<file path="config.mk">
export PLATFORM = sky130hd
export DESIGN_NAME = mem_read_arb
export DESIGN_NICKNAME = d
export VERILOG_FILES = /design/src/rtl/mem_pkg.sv /design/src/rtl/arb_sel.sv /design/src/rtl/mem_read_arb.sv
export SDC_FILE = /design/constraint.sdc
export NUM_CORES = 1
export LEC_CHECK = 0
export CAP_MARGIN = 15
export CORE_AREA = 2 2 92 94
export CTS_CLUSTER_SIZE = 8
export DETAILED_ROUTE_END_ITERATION = 12
export DIE_AREA = 0 0 94 96
export GPL_TIMING_DRIVEN = 0
export PLACE_DENSITY = 0.81
export SLEW_MARGIN = 25
export SYNTH_ARGS = -nofsm -noshare
export SYNTH_HDL_FRONTEND = slang
export SYNTH_HIERARCHICAL = 1
export SYNTH_SLANG_ARGS = --single-unit
</file>
<file path="constraint.sdc">
create_clock -name clk -period 1.5 [get_ports clk]
set_input_delay 0.225 -clock clk [delete_from_list [all_inputs] [get_ports clk]]
set_output_delay 0.225 -clock clk [all_outputs]
set_load 0.02 [all_outputs]
</file>
<file path="src/rtl/mem_pkg.sv">
// ============================================================================
// Module : mem_pkg
// Brief  : Shared types and constants for the memory read arbiter.
// Rev    : 1.0 - initial release
// ============================================================================
`default_nettype none

package mem_pkg;

  typedef enum logic [1:0] {
    IDLE   = 2'd0,
    BUSY_I = 2'd1,
    BUSY_D = 2'd2
  } state_t;

  // Bit positions inside the one-hot grant vector
  localparam int unsigned GNT_I = 0;
  localparam int unsigned GNT_D = 1;

endpackage

`default_nettype wire

</file>
<file path="src/rtl/arb_sel.sv">
// ============================================================================
// Module : arb_sel
// Brief  : Two-way grant selector; i_prio_d picks the data side on a tie.
// Rev    : 1.0 - initial release
// ============================================================================
`default_nettype none

module arb_sel
  import mem_pkg::*;
(
  input  logic       i_req_i,
  input  logic       i_req_d,
  input  logic       i_prio_d,
  output logic [1:0] o_gnt
);

  logic w_gnt_d;

  assign w_gnt_d      = i_req_d & (i_prio_d | ~i_req_i);
  assign o_gnt[GNT_D] = w_gnt_d;
  assign o_gnt[GNT_I] = i_req_i & ~w_gnt_d;

endmodule

`default_nettype wire

</file>
<file path="src/rtl/mem_read_arb.sv">
// ============================================================================
// Module : mem_read_arb
// Brief  : Arbitrates instruction/data read requests onto one memory port.
//          Define MEM_READ_ARB_RR_EN for round-robin tie-break (else D > I).
// Rev    : 1.0 - initial release
// ============================================================================
`default_nettype none

module mem_read_arb
  import mem_pkg::*;
#(
  parameter int XLEN = 32
) (
  input  logic            clk,
  input  logic            reset_n,
  input  logic            i_re,
  input  logic [XLEN-1:0] i_addr,
  output logic            i_ack,
  output logic [XLEN-1:0] i_data,
  input  logic            d_re,
  input  logic [XLEN-1:0] d_addr,
  output logic            d_ack,
  output logic [XLEN-1:0] d_data,
  output logic            m_re,
  output logic [XLEN-1:0] m_addr,
  input  logic            m_ack,
  input  logic [XLEN-1:0] m_data
);

  state_t          r_state;
  logic            r_m_re;
  logic [XLEN-1:0] r_m_addr;
  logic            w_prio_d;
  logic [1:0]      w_gnt;

  arb_sel u_arb_sel (
    .i_req_i  (i_re),
    .i_req_d  (d_re),
    .i_prio_d (w_prio_d),
    .o_gnt    (w_gnt)
  );

`ifdef MEM_READ_ARB_RR_EN
  logic r_prio_d;

  // After each grant the other side is favoured on the next tie
  always_ff @(posedge clk or negedge reset_n) begin
    if (!reset_n) begin
      r_prio_d <= 1'b1;
    end else if (r_state == IDLE && (|w_gnt)) begin
      r_prio_d <= w_gnt[GNT_I];
    end
  end

  assign w_prio_d = r_prio_d;
`else
  assign w_prio_d = 1'b1;
`endif

  always_ff @(posedge clk or negedge reset_n) begin
    if (!reset_n) begin
      r_state  <= IDLE;
      r_m_re   <= 1'b0;
      r_m_addr <= '0;
    end else begin
      case (r_state)
        IDLE: begin
          if (w_gnt[GNT_D]) begin
            r_state  <= BUSY_D;
            r_m_re   <= 1'b1;
            r_m_addr <= d_addr;
          end else if (w_gnt[GNT_I]) begin
            r_state  <= BUSY_I;
            r_m_re   <= 1'b1;
            r_m_addr <= i_addr;
          end
        end
        BUSY_I, BUSY_D: begin
          // Returning to IDLE forces one idle cycle before the next grant
          if (m_ack) begin
            r_state <= IDLE;
            r_m_re  <= 1'b0;
          end
        end
        default: begin
          r_state <= IDLE;
          r_m_re  <= 1'b0;
        end
      endcase
    end
  end

  assign m_re   = r_m_re;
  assign m_addr = r_m_addr;

  // A requester that withdrew keeps the read running but gets no ack
  assign i_ack  = (r_state == BUSY_I) & m_ack & i_re;
  assign d_ack  = (r_state == BUSY_D) & m_ack & d_re;
  assign i_data = i_ack ? m_data : '0;
  assign d_data = d_ack ? m_data : '0;

endmodule

`default_nettype wire

</file>
======== After elaboration in Yosys (flattened, before gate mapping) ========
Cells that the tools add are included.
word-level totals
  bits in registers ....................... 35
  input bits .............................. 101
  output and inout bits ................... 99
operators by class
  equal/unequal tests ..................... 4
  mux-type cells .......................... 12
  bitwise gates (word level) .............. 6
  reductions and logical operators ........ 5
operators with widths
  operator                                        count
  two-way mux 32 bit                              4
  two-way mux 2 bit                               3
  AND 1 bit                                       5
  one-hot mux 2 bit (2 select lines)              1
  AND reduction 2 bit                             2
  two-way mux 1 bit                               3
  != test 3 x 2 -> 1 bit (second input constant)  1
  == test 2 x 1 -> 1 bit (second input constant)  1
  == test 2 bit (second input constant)           1
  zero test 2 bit                                 1
  != test 2 bit (second input constant)           1
  one-hot mux 1 bit (2 select lines)              1
  nonzero test 2 bit                              1
  OR reduction 2 bit                              1
  inverter 1 bit                                  1

======== Depth between registers and ports, before layout ========
  depth after elaboration ................. 5
  gate-level depth with buffers ........... 9
  mapped depth without buffers ............ 5

======== Cells and area by module ========
Netlist, hierarchy kept.
by module, submodules not included
  module        instances  cells an instance  area each (sq um)
  mem_read_arb  1          241                2144.6
  arb_sel       1          4                  26.3

======== Worst setup path before layout ========
OpenSTA, ideal clock, no wires.
  kind .................................... reg2out
  start ................................... reg r_state[0]
  end ..................................... out d_data[22]
  arrival time ............................ 1.425 ns
  required time ........................... 1.275 ns
  setup slack ............................. -0.150 ns
  stages on the path, launching flop included .. 6
  cell sequence ........................... dfrtp_1 > inv_1 > ha_1 > and3_1 > clkbuf_1 > and2_1
between the ends
  word-level cells in the longest chain between the ends .. 4
ends and longest elaborated chain
  element                 RTL line             RTL
  start, declared         mem_read_arb.sv:30   state_t r_state;
  start signal, assigned  mem_read_arb.sv:62   r_state <= IDLE;
  start signal, assigned  mem_read_arb.sv:69   r_state <= BUSY_D;
  start signal, assigned  mem_read_arb.sv:73   r_state <= BUSY_I;
  == test 2 bit           mem_read_arb.sv:98   assign d_ack = (r_state == BUSY_D) & m_ack & d_re;
  AND 1 bit (2 in a row)  mem_read_arb.sv:98
  net d_ack               mem_read_arb.sv:22   output logic d_ack,
  two-way mux 32 bit      mem_read_arb.sv:100  assign d_data = d_ack ? m_data : '0;
  end, declared           mem_read_arb.sv:23   output logic [XLEN-1:0] d_data,
The timed path passes the listed nets, and every way through them passes these cells.

======== Final worst setup path ========
  start ................................... reg r_state[0]
  end ..................................... out d_data[2]
between the ends
  word-level cells in the longest chain between the ends .. 4
ends and longest elaborated chain
  element                 RTL line
  == test 2 bit           mem_read_arb.sv:98
  AND 1 bit (2 in a row)  mem_read_arb.sv:98
  two-way mux 32 bit      mem_read_arb.sv:100
Every way passes these cells.

==> run summary <==
minimum clock period - 1790 ps
Compound-Gate Fraction of Synth Area - 24.0%
placed cell area - 4330 um^2
vias per inst - 5.02
Max Transition Viols Final - 0
maximum VDD drop - 0.000844 V
Simple-Gate Fraction of Synth Area - 26.4%
type of the worst setup path - flop to output pin
# nets final - 583
GPL Wtd Cong - 0.714
Sequential cell area - 876 um^2
vias in the first global route - 2911
# IOs - 200
die area - 9020 um^2
maxcap violations - 0
# fillers - 604
pwr/cell area - 1340 nW/um^2
# DRC - 0
Die Ht - 96 um
combinational family with the most area after synthesis - simple AND/OR/NAND/NOR gates
first-pass GRT wire length - 14800 um
clk sinks - 35
status - finished, violations left
initial antenna violation count - 0
Pre-Repair DR Iteration Count - 4
slowest cell on the critical path - dfrtp_1
WP depth - 6
Crit path largest cell delay - 410 ps
global routing's busiest layer - met2
failing checks - negative setup slack
Area growth, synth to finish - 155%
worst-path cell chain - inv_2 -> ha_2 -> and3_4 -> buf_8 -> and2_1 -> buf_6
CTS Buf Count - 5
CP startpoint kind - flop
synthesized flop and latch total - 35
Antenna Nets Post-Route - 0
Placeable Area - 8050 um^2
Syn Std Cell Area - 2170 um^2
number of vias after detailed routing - 2924
Worst EP required - 1270 ps
Tcrit/Tclk final - 120%
CTS H-tree lvls - 2
largest net degree at the start of global routing - 19
met3 global-route usage - 5.09%
Cell Count Post-Placement - 551
layout cells sized above 1 - 47.9%
endpoints failing hold - 0
clk buf depth - 2
crit path capture type - output pin
CTS clock-pin slew for the worst setup and hold paths - 70 ps
Reg-to-Reg End - r_state[1]
Die X - 94 um
Synth Area per Inst - 8.86 um^2
crit path from - r_state[0]
Root Buffer - clkbuf_8
final setup vio count - 70
R2R depth - 9
mux cell area share after synthesis - 0%
final setup margin - -294 ps
Post-Syn Instances - 245
f_max - 558 MHz
post-layout util - 68.7%
Worst R2R Setup Slack - -30 ps
Diodes inserted - 0
post-route cell area - 5540 um^2
Worst Path Buf+Inv - 3
most frequent cells in the layout - clkdlybuf4s50_1, buf_6, and2_4, dfrtp_1, nor2_1
Min-Delay Path Class - input pin to asynchronous set/reset pin
PortBufs - 199
Detailed Route WL - 10200 um
Synth Area in Adders - 1.73%
WL/cell - 17.5 um
num rows - 33
met2 usage - 41.1%
crit path capture - d_data[2]
Syn. warnings - 6
gr ovfl total - 0
commonest non-fill, non-tap cell in the layout - clkdlybuf4s50_1
LEAKAGE - 2.35 nW
CTS tree - done
RSZ-0062 raised after global routing - true
Initial Util - 27.0%
final non-filler cell total - 583
synth unique cells - 21
1st-iter DRT viols - 47
clk_skew - 4.95 ps
footprint of the multi-input gates - 1760 um^2
met1 Resource Use GR - 22.5%
CP arrival - 1570 ps
Clk Latency, worst-skew pair - 280 ps
XOR/XNOR share of the synthesized area - 0%
critical-path maximum fanout - 5
Top delay family on crit path - flip-flops
post-DP HPWL - 6830 um
DP Worst Slack - -901 ps
gr usage total - 20.8%
worst reg2reg path startpoint - r_state[0]
sequential area share after synthesis - 40.3%
==> repair_timing <==
action	CTS	global route
pin swaps	14	25
hold buffers	1	0
hold endpoints to repair	17	0
gates resized for setup	563	62
endpoints found under the setup margin	130	102
gates cloned	10	1
setup buffers	7	7
==> cell usage after synthesis <==
cell,instances,area share [%]
a21boi_0,1,0.35
a21boi_1,1,0.35
a21oi_1,4,0.92
and2_1,64,18
and3_1,2,0.58
buf_1,2,0.35
buf_2,7,1.6
buf_4,1,0.35
buf_6,5,2.6
clkbuf_1,10,1.7
conb_1,1,0.17
dfrtp_1,35,40
ha_1,3,1.7
inv_1,4,0.69
nand2_1,2,0.35
nand2b_1,2,0.58
nor2_1,34,5.9
nor2b_1,1,0.29
o22ai_1,33,9.5
o32ai_1,32,13
or2_1,1,0.29
==> where the power goes <==
part | switching, mW | leakage, nW | total, mW | internal, mW
clock | 0.344 | 0.0361 | 0.652 | 0.308
combinational | 2.33 | 1.91 | 4.83 | 2.50
sequential | 0.526 | 0.402 | 1.96 | 1.43
total | 3.20 | 2.35 | 7.44 | 4.24
==> state kept, by name, indices dropped and copies added, names as in the netlist <==
| name | count |
|---|---|
| m_addr | 32 |
| m_re | 1 |
| r_state | 2 |
==> area by class of cell <==
cell class / instances / share of cell area [%]
Timing Repair Buffer: 225 / 42.6
Multi-Input combinational cell: 183 / 31.7
Sequential cell: 35 / 15.8
Buffer: 25 / 5.83
Tap cell: 105 / 2.37
Clock buffer: 5 / 1.24
Inverter: 4 / 0.271
Clock inverter: 1 / 0.136
==> how the worst min path moves through the flow <==
stage / cells past startpoint / slack, ps / endpoint / from
CTS: 2 / 440 / m_addr[1] / reset_n
floorplan: 0 / -70 / m_addr[0] / reset_n
global placement: 2 / 500 / m_re / m_re
global route: 2 / 450 / m_addr[0] / reset_n
detailed placement: 1 / 210 / m_addr[1] / reset_n
finish: 2 / 430 / m_addr[1] / reset_n
==> stage by stage <==
step | setup TNS [ps] | power, mW | hold slack [ps]
final | -17700 | 7.44 | 429
after global routing | -24170 | 7.87 | 449
after CTS | -18260 | 6.85 | 439
after detailed placement | -73450 | 5.50 | 212
after global placement | -86450 | 5.39 | 504
after floorplan | 0 | 3.68 | -70.6
==> kinds of logic after synthesis <==
group	after synthesis
flip-flops	35
other	1
buffers and inverters	29
AND/OR/NAND/NOR	106
adder cells (fa/ha/maj)	3
AO/OA/AOI/OAI	71
==> metal layers <==
metal	routed length, um	share of wire (%)
met5	0	0
met4	98	0.96
met3	825	8.1
met2	5500	54
met1	3770	37
Power figures use the tool's default switching activity.
